### src/rtl/perf_cnt_pkg.sv
// Shared types and helpers for the performance-counter bank.
// Latency: n/a (types and constant functions only).
// Backpressure: n/a.
package perf_cnt_pkg;

    // Counter behaviour when an enabled increment hits the all-ones value.
    typedef enum logic {
        WRAP = 1'b0,
        SAT  = 1'b1
    } cnt_mode_e;

    // Read-index width: max(1, clog2(num_ch)), so a single channel still
    // gets a 1-bit index port.
    function automatic int idx_w(input int num_ch);
        return (num_ch <= 2) ? 1 : $clog2(num_ch);
    endfunction

endpackage

### src/rtl/perf_cnt_if.sv
// Snapshot read bus between a requester and the counter bank.
// Latency: response one cycle after the request edge.
// Backpressure: none; a request is accepted every cycle, there is no ready.
// Signals: rd_req_in/rd_idx_in (requester -> bank),
//          rd_valid_out/rd_data_out (bank -> requester).
interface perf_cnt_if #(
    parameter int DATA_WIDTH = 32,
    parameter int IDX_W      = 2
);
    logic                  rd_req_in;
    logic [IDX_W-1:0]      rd_idx_in;
    logic                  rd_valid_out;
    logic [DATA_WIDTH-1:0] rd_data_out;

    modport master (
        output rd_req_in,
        output rd_idx_in,
        input  rd_valid_out,
        input  rd_data_out
    );

    modport slave (
        input  rd_req_in,
        input  rd_idx_in,
        output rd_valid_out,
        output rd_data_out
    );
endinterface

### src/rtl/perf_cnt_ch.sv
// One counter channel: registered count with sticky overflow flag.
// Latency: count/flag update on the edge where en_i/clr_i are sampled.
// Backpressure: none; every enabled cycle counts.
// Ports: clk, rst_n (async active-low), en_i, clr_i -> cnt_o, ovf_o.
module perf_cnt_ch
    import perf_cnt_pkg::*;
#(
    parameter int        DATA_WIDTH = 32,
    parameter cnt_mode_e MODE       = WRAP
) (
    input  logic                  clk,
    input  logic                  rst_n,
    input  logic                  en_i,
    input  logic                  clr_i,
    output logic [DATA_WIDTH-1:0] cnt_o,
    output logic                  ovf_o
);

    logic [DATA_WIDTH-1:0] cnt_q, cnt_d;
    logic                  ovf_q, ovf_d;
    logic                  at_max;

    assign at_max = &cnt_q;

    // Clear wins over an increment, including one that would overflow,
    // so a clear always leaves the flag low.
    always_comb begin
        cnt_d = cnt_q;
        ovf_d = ovf_q;
        if (clr_i) begin
            cnt_d = '0;
            ovf_d = 1'b0;
        end else if (en_i) begin
            if (at_max) begin
                ovf_d = 1'b1;
                cnt_d = (MODE == SAT) ? cnt_q : '0;
            end else begin
                cnt_d = cnt_q + DATA_WIDTH'(1);
            end
        end
    end

    always_ff @(posedge clk or negedge rst_n) begin
        if (!rst_n) begin
            cnt_q <= '0;
            ovf_q <= 1'b0;
        end else begin
            cnt_q <= cnt_d;
            ovf_q <= ovf_d;
        end
    end

    assign cnt_o = cnt_q;
    assign ovf_o = ovf_q;

endmodule

### src/rtl/perf_cnt_bank.sv
// Bank of NUM_CH performance counters with a global snapshot and a read port.
// Latency: counts update on the sampling edge; snapshot reads return 1 cycle later.
// Backpressure: none; reads accepted every cycle, counters never stall.
// Ports: clk, rst_n, en_in/clr_in (per channel), snap_in, rd_if (slave read
//        bus), ovf_out (sticky flags), cnt_out (live counts, ch0 in LSBs).
module perf_cnt_bank
    import perf_cnt_pkg::*;
#(
    parameter int DATA_WIDTH = 32,
    parameter int NUM_CH     = 4,
    parameter int SATURATE   = 0
) (
    input  logic                         clk,
    input  logic                         rst_n,
    input  logic [NUM_CH-1:0]            en_in,
    input  logic [NUM_CH-1:0]            clr_in,
    input  logic                         snap_in,
    perf_cnt_if.slave                    rd_if,
    output logic [NUM_CH-1:0]            ovf_out,
    output logic [NUM_CH*DATA_WIDTH-1:0] cnt_out
);

    localparam int        IDX_W = idx_w(NUM_CH);
    localparam cnt_mode_e MODE  = (SATURATE != 0) ? SAT : WRAP;

    logic [DATA_WIDTH-1:0] ch_cnt [NUM_CH];
    logic [DATA_WIDTH-1:0] snap_q [NUM_CH];
    logic [DATA_WIDTH-1:0] rd_sel;
    logic                  rd_valid_q, rd_valid_d;
    logic [DATA_WIDTH-1:0] rd_data_q,  rd_data_d;

    for (genvar g = 0; g < NUM_CH; g++) begin : g_ch
        perf_cnt_ch #(
            .DATA_WIDTH (DATA_WIDTH),
            .MODE       (MODE)
        ) u_ch (
            .clk   (clk),
            .rst_n (rst_n),
            .en_i  (en_in[g]),
            .clr_i (clr_in[g]),
            .cnt_o (ch_cnt[g]),
            .ovf_o (ovf_out[g])
        );
        assign cnt_out[g*DATA_WIDTH +: DATA_WIDTH] = ch_cnt[g];
    end

    // Snapshot takes the registered counts, i.e. the value before this
    // edge's increment or clear.
    always_ff @(posedge clk or negedge rst_n) begin
        if (!rst_n) begin
            for (int i = 0; i < NUM_CH; i++) snap_q[i] <= '0;
        end else if (snap_in) begin
            for (int i = 0; i < NUM_CH; i++) snap_q[i] <= ch_cnt[i];
        end
    end

    // Compare-based mux: an index past the last channel matches nothing and
    // returns zero rather than aliasing onto a real entry.
    always_comb begin
        rd_sel = '0;
        for (int i = 0; i < NUM_CH; i++) begin
            if (rd_if.rd_idx_in == IDX_W'(i)) rd_sel = snap_q[i];
        end
    end

    // Data is zeroed when no request so rd_data_out is 0 whenever not valid.
    always_comb begin
        rd_valid_d = rd_if.rd_req_in;
        rd_data_d  = rd_if.rd_req_in ? rd_sel : '0;
    end

    always_ff @(posedge clk or negedge rst_n) begin
        if (!rst_n) begin
            rd_valid_q <= 1'b0;
            rd_data_q  <= '0;
        end else begin
            rd_valid_q <= rd_valid_d;
            rd_data_q  <= rd_data_d;
        end
    end

    assign rd_if.rd_valid_out = rd_valid_q;
    assign rd_if.rd_data_out  = rd_data_q;

endmodule

### src/flat_wrapper.sv
// flat-port wrapper written by rule: the top's interface ports become plain ports
module perf_cnt_bank_flat import perf_cnt_pkg::*;
#(
    parameter int DATA_WIDTH = 32,
    parameter int NUM_CH     = 4,
    parameter int SATURATE   = 0
)
  (clk, rst_n, en_in, clr_in, snap_in, ovf_out, cnt_out, rd_if_rd_req_in, rd_if_rd_idx_in, rd_if_rd_valid_out, rd_if_rd_data_out);
  perf_cnt_if #(.DATA_WIDTH(DATA_WIDTH), .IDX_W(idx_w(4))) rd_if_i ();
  input  logic clk;
  input  logic rst_n;
  input  logic [NUM_CH-1:0] en_in;
  input  logic [NUM_CH-1:0] clr_in;
  input  logic snap_in;
  output logic [NUM_CH-1:0] ovf_out;
  output logic [NUM_CH*DATA_WIDTH-1:0] cnt_out;
  input wire logic [$bits(rd_if_i.rd_req_in)-1:0] rd_if_rd_req_in;
  input wire logic [$bits(rd_if_i.rd_idx_in)-1:0] rd_if_rd_idx_in;
  output wire logic [$bits(rd_if_i.rd_valid_out)-1:0] rd_if_rd_valid_out;
  output wire logic [$bits(rd_if_i.rd_data_out)-1:0] rd_if_rd_data_out;
  assign rd_if_i.rd_req_in = rd_if_rd_req_in;
  assign rd_if_i.rd_idx_in = rd_if_rd_idx_in;
  assign rd_if_rd_valid_out = rd_if_i.rd_valid_out;
  assign rd_if_rd_data_out = rd_if_i.rd_data_out;
  perf_cnt_bank #(.DATA_WIDTH(DATA_WIDTH), .NUM_CH(NUM_CH), .SATURATE(SATURATE)) u_core (.clk(clk), .rst_n(rst_n), .en_in(en_in), .clr_in(clr_in), .snap_in(snap_in), .rd_if(rd_if_i), .ovf_out(ovf_out), .cnt_out(cnt_out));
endmodule
### config.mk
export PLATFORM = sky130hd
export DESIGN_NAME = perf_cnt_bank_flat
export DESIGN_NICKNAME = d
export VERILOG_FILES = /design/src/rtl/perf_cnt_pkg.sv /design/src/rtl/perf_cnt_if.sv /design/src/rtl/perf_cnt_ch.sv /design/src/rtl/perf_cnt_bank.sv /design/src/flat_wrapper.sv
export SDC_FILE = /design/constraint.sdc
export NUM_CORES = 1
export LEC_CHECK = 0
export ABC_AREA = 1
export CAP_MARGIN = 10
export CORE_ASPECT_RATIO = 0.5
export CORE_MARGIN = 4
export CORE_UTILIZATION = 40
export CTS_BUF_LIST = sky130_fd_sc_hd__clkbuf_16
export DETAILED_ROUTE_END_ITERATION = 7
export GPL_TIMING_DRIVEN = 0
export HOLD_SLACK_MARGIN = 0.05
export PLACE_DENSITY = 0.7
export SYNTH_ARGS = -nofsm -noshare
export SYNTH_HDL_FRONTEND = slang
export SYNTH_SLANG_ARGS = --single-unit
### constraint.sdc
create_clock -name clk -period 2.73 [get_ports clk]
set_clock_uncertainty 0.1 [all_clocks]
set_input_delay 0.273 -clock clk [delete_from_list [all_inputs] [get_ports clk]]
set_output_delay 0.273 -clock clk [all_outputs]
set_load 0.02 [all_outputs]
# Word level (Yosys, flattened, before mapping)
# Index checks and enable logic that the tools add are counted.
# W data, S select, Z words.
# op_classes
n_addsub	4
n_eq_ne	3
muxes	29
n_reduce_logical	17
# ops
operator	count
$mux W32	17
$add A32 B1 Y32 const B	4
$reduce_and A32 Y1	4
$reduce_bool A2 Y1	8
$mux W1	12
$reduce_and A2 Y1	4
$eq A2 B2 Y1 const B	2
$eq A2 B1 Y1 const B	1
$logic_not A2 Y1	1
# totals
register_bits	293
input_bits	14
elab_cells	67

# Logic depth before layout (Yosys ltp)
# Gate-level depths: netlist of the first run.
# depth
word_depth	6
depth_mapped	11
mapped_depth_nobuf	10

# Cells and area by module
# A second synthesis of the first run with hierarchy kept.
# unflattened
hier_cells	1758
area_unflattened_um2	14814.2
# by_module_without_submodules
mod	instances	cells_per_inst	area_each_um2	seq_area_each_um2
perf_cnt_ch	4	272	1976.9	825.8
perf_cnt_bank	1	670	6906.6	4028.9

# Worst setup path before layout of the first run
# Ideal clock, no wire load.
# synth_timing
path_kind	register to register
from	register u_core.g_ch[2].u_ch.cnt_q[0]
to	register u_core.g_ch[2].u_ch.cnt_q[5]
setup_time_ns	0.120
t_arrival_ns	1.637
setup_slack_ns	0.872
path_stages_with_launch	10
n_path_buf	1
cell_sequence	dfrtp_1 ha_1 nand3_1 inv_1 nand2_2 nor2_4 nand3_4 o21ai_4 buf_6 nor2_1
# synth_between
elab_chain_cells	4
# synth_rtl
item	line	rtl
start: declaration	perf_cnt_ch.sv:19	logic [DATA_WIDTH-1:0] cnt_q, cnt_d;
start signal: assignment	perf_cnt_ch.sv:48	cnt_q <= cnt_d;
$add A32 B1 Y32 / $reduce_and A32 Y1 (equally long branches)	perf_cnt_ch.sv:38, perf_cnt_ch.sv:23	
$mux W32 (*)	perf_cnt_ch.sv:34	if (at_max) begin
$mux W32 (*)	perf_cnt_ch.sv:33	end else if (en_i) begin
$mux W32 (*)	perf_cnt_ch.sv:30	if (clr_i) begin
# Mark *: on every way between the ends. The rest lies on a longest branch, timed or not. The select of a mux whose other input is x is not followed.
# A chain may end at the register's enable or synchronous reset.

# Worst setup path after layout of the first run
# layout_timing
from	register u_core.g_ch[2].u_ch.cnt_q[16]
to	output cnt_out[80]
# layout_rtl
item	line	rtl
end: declaration	flat_wrapper.sv:16	output logic [NUM_CH*DATA_WIDTH-1:0] cnt_out;
# No word-level cell between the ends.

==> impl_metrics.tcl, run 1 <==
set metrics [dict create \
    outcome "finished clean" \
    power.ir.vdd_worst_v 0.000363 \
    reg2reg_depth 7 \
    buffer_ports.inserted 176 \
    timing.critical_path.to_type "output pin" \
    synth_seq_cells 293 \
    clock_insertion_delay_worst_skew_ns 0.57 \
    grt_overflow_total 0 \
    power_switching_mw 2.30 \
    clockBufferDepth 3 \
    worstPathRequired_ns 2.36 \
    cp_num_cells 1 \
    place_hpwl_um 33900 \
    worstSetupStartpointType "register" \
    final-instance-count-excl-fill 2518 \
    antenna_left 0 \
    slowest_stage "clkdlybuf4s50_1" \
    tritoncts "yes" \
    clk_root_buffer_cell "clkbuf_16" \
    gp_routability_congestion 0.984 \
    placedCellCount 2462 \
    tritoncts_num_sinks 293 \
    die-area_mm2 0.0393 \
    swShare_pct 25.1 \
    ys_warn_count 0 \
    cts-buffers-inserted 29 \
    synthFlopType "dfrtp_1" \
    worst_slew_pin_slew_ns 0.642 \
    number_of_library_cell_types_mapped_by_synthesis 37 \
    pin_count 179 \
    min_period_ns 2.16 \
    area.growth.synth_to_final_pct 23.4 \
    maxcap_viol_count 0 \
    timing.hold.worst.class "input port to register" \
    p_per_area_mw_per_mm2 516 \
    post-route-worst-setup-slack_ns 0.566 \
    setup_viol 0 \
    timing.setup.critical_path_class "register to output pin" \
    reg2reg_slack_ns 0.57 \
    core.rowCount 48 \
    async_reset_ff_share_pct 100 \
    share_of_the_clock_period_used_by_the_worst_path_after_layout_pct 79.3 \
    firstDrtPassIters 5 \
    regToRegEndpoint "u_core.g_ch[1].u_ch.cnt_o[16]$_DFFE_PN0P_" \
    synthMostInstantiatedCell "nand2_1" \
    max_slew_headroom_pct 57.2 \
    floorplan.die.width_um 276 \
    worst_path_maximum_fanout 6 \
    cellLeakagePower_nw 7.88 \
    floorplan.die.height_um 142 \
    fin_hold_ws_ns 0.0894 \
    placed_cell_area_mm2 0.0168 \
    cp_data_arrival_time_ns 1.79 \
    achievable-frequency_mhz 462 \
    grt_pass1_wl_um 70200 \
    overall_fraction_of_global_route_tracks_in_use_pct 22.4 \
    finalNetCount 2038 \
    layout-drive-gt1-share_pct 6.17 \
    num_antenna_cells 0 \
    critical_path.top_delay_family "buffers and inverters" \
    yosys.area.top_type_share_pct 50.9 \
    antenna_violations_before_repair 0 \
    drt_first_iter_violations 1328 \
    setup_repair_after_global_routing_missed_its_margin "false" \
    combinationalPowerShare_pct 7.2 \
    regToRegStartpoint "u_core.g_ch[1].u_ch.cnt_o[0]$_DFFE_PN0P_" \
    detailroute.via_count 12800 \
    first_global_vias 12100 \
    postSynthCellCount 1809 \
    mappedNetlistArea_mm2 0.0144 \
    p_int_mw 6.87 \
    cts.htree.levels 1 \
    sequentialPowerShare_pct 49.1 \
    finish.utilization_pct 50.8 \
    drt-total-wl_um 44900 \
    timing.final.hold_violations 0 \
    setup_total_negative_slack_ns 0 \
    totalPowerFinal_mw 9.16 \
    yosysTopAreaCell "dfrtp_1" \
    clock_power_share_pct 43.6 \
    design.core.area_mm2 0.0350 \
    slowest_stage_delay_cp_ns 0.67 \
    post_synth.cell_area_avg_um2 7.96 \
    drc 0 \
    final_max_slew_viol_count 0 \
    post-place-ws_ns 0.404 \
    synth_fp_nets 1827 \
    fillers 3276 \
    synth_commonest_cells "433 x nand2_1, 293 x dfrtp_1, 290 x nor2_1, 245 x inv_1, 103 x o21ai_0" \
    timing.critical_path.from "u_core.g_ch[2].u_ch.cnt_o[16]$_DFFE_PN0P_" \
    vias_per_cell 5.10 \
    timing.critical_path.to "cnt_out[80]" \
    starting_utilization_of_the_core_area_pct 41.1 \
    critPathBufInv 1 \
    synth_edf_count 0 \
    ys_top_cells_by_area "dfrtp_1 51%, nand2_1 11%, nor2_1 7.6%" \
    grt_max_degree 122 \
    yosysSeqAreaShare_pct 50.9 \
    design_area_mm2 0.0178 \
    post_drt_wl_per_cell_um 17.8 \
    cts.clk_slew.worst_paths_ns 0.06 \
    worstPathCellList "clkdlybuf4s50_1" \
]
-- kinds of logic (layout without fill, tap and decap cells) --
kind of cell             after synthesis  after routing  share of synthesized area, %
AO/OA/AOI/OAI                        223            223                          8.97
AND/OR/NAND/NOR                      901            901                          25.8
multiplexers                          28             28                          2.17
buffers and inverters                305            539                          8.50
XOR/XNOR                              55             55                          3.34
adder cells (fa/ha/maj)                4              4                         0.347
flip-flops                           293            293                          50.9
-- state kept, by name, summed over array words and instances, names as in the netlist --
| register | cells |
|---|---|
| u_core.rd_if.rd_data_out | 32 |
| u_core.snap_q | 128 |
| u_core.rd_if.rd_valid_out | 1 |
| u_core.g_ch.u_ch.cnt_o | 128 |
| u_core.g_ch.u_ch.ovf_o | 4 |
-- power groups by stage --
stage                     Combinational [mW]  Sequential (mW)  Clock [mW]
after global routing                   0.726             4.51        4.22
after floorplan                        0.280             4.60           0
after detailed placement               0.657             4.58           0
final                                  0.664             4.50        4.00
after CTS                              0.666             4.50        4.04
after global placement                 0.643             4.59           0
-- cell type report --
cell class	count	area, um2	area share [%]
plain buffers	58	298	1.68
clock buffers	29	726	4.08
clock inverters	25	204	1.15
inverters	247	927	5.22
multi-input cells	1211	5850	32.9
flip-flops and latches	293	7330	41.3
well taps	475	594	3.34
repair buffers	180	1840	10.4
-- how the worst min path moves through the flow --
stage / from / endpoint / slack, ns / depth (start not counted)
3_3_place_gp: u_core.g_ch[0].u_ch.ovf_o$_DFFE_PN0P_ / u_core.g_ch[0].u_ch.ovf_o$_DFFE_PN0P_ / 0.37 / 2
4_1_cts: rd_if_rd_req_in / u_core.rd_if.rd_valid_out$_DFF_PN0_ / 0.09 / 1
6_report: rd_if_rd_req_in / u_core.rd_if.rd_valid_out$_DFF_PN0_ / 0.09 / 1
5_1_grt: rd_if_rd_req_in / u_core.rd_if.rd_valid_out$_DFF_PN0_ / 0.09 / 1
3_5_place_dp: rst_n / u_core.g_ch[2].u_ch.cnt_o[16]$_DFFE_PN0P_ / 0.13 / 1
2_1_floorplan: rst_n / u_core.g_ch[0].u_ch.cnt_o[0]$_DFFE_PN0P_ / -0.12 / 0
-- metal layers --
layer / vias to the layer above / wire length (um) / GRT usage (%)
met5: - / 0 / 0
met4: 0 / 1060 / 5.03
met3: 84 / 3410 / 4.34
met2: 457 / 19900 / 35.2
met1: 6143 / 20500 / 32.6
li1: 6150 / - / -
-- placed cells by master, fill, tap and decap left out, types with 2 or more instances in the layout --
master             n
o211ai_1          30
clkdlybuf4s50_1  175
clkinv_2           7
dfrtp_1          293
nand3b_1           7
clkbuf_16         29
clkinv_1           8
buf_6              4
buf_4              8
buf_1              3
nand4_1           35
buf_16             2
nand3_1          100
nor3_1            12
ha_1               4
clkbuf_1          27
xnor2_1           25
o21ai_0          103
o221ai_1          18
inv_1            249
nor2_1           290
mux2i_1            2
nand2_1          433
buf_2             16
a21oi_1           64
xor2_1            30
clkinvlp_4         2
mux2_2            26
dlygate4sd3_1      2
bufinv_16          3
nor2_2            19
clkinv_4           2
-- what timing repair did --
item | CTS | global route
hold buffers | 2 | 0
hold endpoints to repair | 89 | 0
setup buffers | 0 | 0
endpoints found under the setup margin | 0 | 0
resized for setup | 0 | 0
(Power assumes the default switching activity.)
==> run 2: changes to the inputs <==
Settings changed: PLACE_DENSITY 0.7 to 0.72.
Clock period 2.73 ns to 1.93 ns, I/O delays scaled along.
==> impl_metrics.tcl, run 2 (same netlist as run 1, synthesis figures left out) <==
set metrics [dict create \
    worstPathCellList "nand2_1 > nor2_2 > nand2_1 > nor2_4 > nand3_4 > o21ai_4 > buf_12 > clkbuf_16 > nor2_1" \
    overall_fraction_of_global_route_tracks_in_use_pct 22.5 \
    slowest_stage_delay_cp_ns 0.44 \
    fin_hold_ws_ns 0.0986 \
    timing.final.hold_violations 0 \
    timing.hold.worst.class "input port to asynchronous set/reset pin" \
    detailroute.via_count 13200 \
    worst_slew_pin_slew_ns 0.750 \
    firstDrtPassIters 5 \
    tritoncts_num_sinks 293 \
    worstPathRequired_ns 2.28 \
    combinationalPowerShare_pct 7.5 \
    final_max_slew_viol_count 0 \
    grt_overflow_total 0 \
    clockBufferDepth 3 \
    antenna_left 0 \
    top_library_cells_by_usage_in_the_layout_fill_and_taps_aside "426 x nand2_1, 272 x nor2_1, 245 x inv_1" \
    num_antenna_cells 0 \
    drt-total-wl_um 45500 \
    totalPowerFinal_mw 13.3 \
    floorplan.die.height_um 142 \
    tritoncts "yes" \
    cp_data_arrival_time_ns 2.23 \
    setup_viol 0 \
    post-place-ws_ns -0.334 \
    sequentialPowerShare_pct 47.8 \
    place_hpwl_um 33700 \
    clock_power_share_pct 44.7 \
    p_int_mw 10.0 \
    clock_insertion_delay_worst_skew_ns 0.57 \
    buffer_ports.inserted 176 \
    area.growth.synth_to_final_pct 27.2 \
    grt_pass1_wl_um 70500 \
    crit_top_cell "nand2_1" \
    slowest_stage "dfrtp_2" \
    cellLeakagePower_nw 8.87 \
    post_drt_wl_per_cell_um 17.8 \
    cts-buffers-inserted 29 \
    max_slew_headroom_pct 49.8 \
    share_of_the_clock_period_used_by_the_worst_path_after_layout_pct 97.5 \
    design.core.area_mm2 0.0350 \
    floorplan.die.width_um 276 \
    timing.setup.critical_path_class "register to register" \
    cts.htree.levels 1 \
    starting_utilization_of_the_core_area_pct 41.1 \
    worst_path_maximum_fanout 6 \
    min_period_ns 1.88 \
    vias_per_cell 5.16 \
    layout-drive-gt1-share_pct 12.0 \
    achievable-frequency_mhz 532 \
    pin_count 179 \
    final-instance-count-excl-fill 2557 \
    outcome "finished clean" \
    first_global_vias 12400 \
    post-route-worst-setup-slack_ns 0.0492 \
    worstSetupStartpointType "register" \
    power.ir.vdd_worst_v 0.000609 \
    antenna_violations_before_repair 0 \
    clk_root_buffer_cell "clkbuf_16" \
    gp_routability_congestion 0.974 \
    swShare_pct 24.6 \
    die-area_mm2 0.0393 \
    drc 0 \
    power_switching_mw 3.28 \
    fillers 3198 \
    finalNetCount 2079 \
    p_per_area_mw_per_mm2 727 \
    final_common_cell "nand2_1" \
    core.rowCount 48 \
    placedCellCount 2462 \
    drt_first_iter_violations 1375 \
    timing.critical_path.to_type "register" \
    cts.clk_slew.worst_paths_ns 0.07 \
    grt_max_degree 119 \
    maxcap_viol_count 0 \
]
run 2: changes by cell type in the layout (fill, tap and decap cells not counted), sizes merged, moves of 2 or more:
cell,before,now
clkbuf,56,59
clkinv,17,13
dlygate4sd2,0,114
dlymetal6s2s,0,15
buf,34,71
clkdlybuf4s50,175,46
bufinv,3,5
run 2: critical path: cells and delay by family, from the launching register on:
kind,cells,cell delay (ns)
AO/OA/AOI/OAI,1,0.18
buffers and inverters,2,0.28
AND/OR/NAND/NOR,6,0.76
flip-flops,1,0.44
run 2: path summary, 6_finish.rpt:
check	from	to	slack [ns]	depth (start not counted)
worst min register to register	u_core.g_ch[3].u_ch.ovf_o$_DFFE_PN0P_	u_core.g_ch[3].u_ch.ovf_o$_DFFE_PN0P_	0.38	2
worst min-delay path	rst_n	u_core.g_ch[2].u_ch.cnt_o[24]$_DFFE_PN0P_	0.1	2
worst max register to register	u_core.g_ch[2].u_ch.cnt_o[13]$_DFFE_PN0P_	u_core.g_ch[2].u_ch.cnt_o[11]$_DFFE_PN0P_	0.05	9
min in group clk	clr_in[2]	u_core.g_ch[2].u_ch.ovf_o$_DFFE_PN0P_	0.13	2
max in group asynchronous	rst_n	u_core.g_ch[1].u_ch.cnt_o[23]$_DFFE_PN0P_	0.29	4
worst max-delay path	u_core.g_ch[2].u_ch.cnt_o[13]$_DFFE_PN0P_	u_core.g_ch[2].u_ch.cnt_o[11]$_DFFE_PN0P_	0.05	9
run 2: per-stage QoR:
step                      cell area, um2  util, %  TNS (ns)
after global routing               18300     52.4    -0.454
after detailed placement           16800     48.0    -17.80
after floorplan                    14400        -         0
after CTS                          17800     50.9         0
after global placement             16800     47.9  -3557.77
final                              18300     52.4         0
run 2: final cells by class:
type | instances | area, um2 | share of cell area [%]
sequential | 293 | 7400 | 40.4
clock inverter | 23 | 259 | 1.41
timing repair buffer | 221 | 2100 | 11.5
buffer | 58 | 327 | 1.78
inverter | 247 | 927 | 5.06
clock buffer | 29 | 726 | 3.96
multi-input combinational | 1211 | 6000 | 32.7
tap | 475 | 594 | 3.24
run 2: repair_timing:
item | 4_1_cts | 5_1_grt
hold buffers | 3 | 0
setup buffers | 8 | 29
resized for setup | 142 | 94
pin swaps | 3 | 5
setup endpoints to repair | 216 | 231
hold endpoints to repair | 158 | 0
gates cloned | 1 | 2
run 2: layer usage:
| layer | share of wire, % | up-vias | GRT usage [%] |
|---|---|---|---|
| met2 | 45 | 526 | 35.3 |
| met5 | 0 | - | 0 |
| li1 | - | 6242 | - |
| met1 | 44 | 6337 | 31.8 |
| met4 | 2.5 | 0 | 5.87 |
| met3 | 8.2 | 84 | 5.29 |
run 2: power by group through the flow:
stage / registers [mW] / logic [mW] / clock network (mW)
global placement: 6.49 / 0.905 / 0
floorplan: 6.51 / 0.396 / 0
detailed placement: 6.48 / 0.927 / 0
global route: 6.37 / 1.10 / 6.29
finish: 6.36 / 1.00 / 5.96
CTS: 6.37 / 0.941 / 6.04
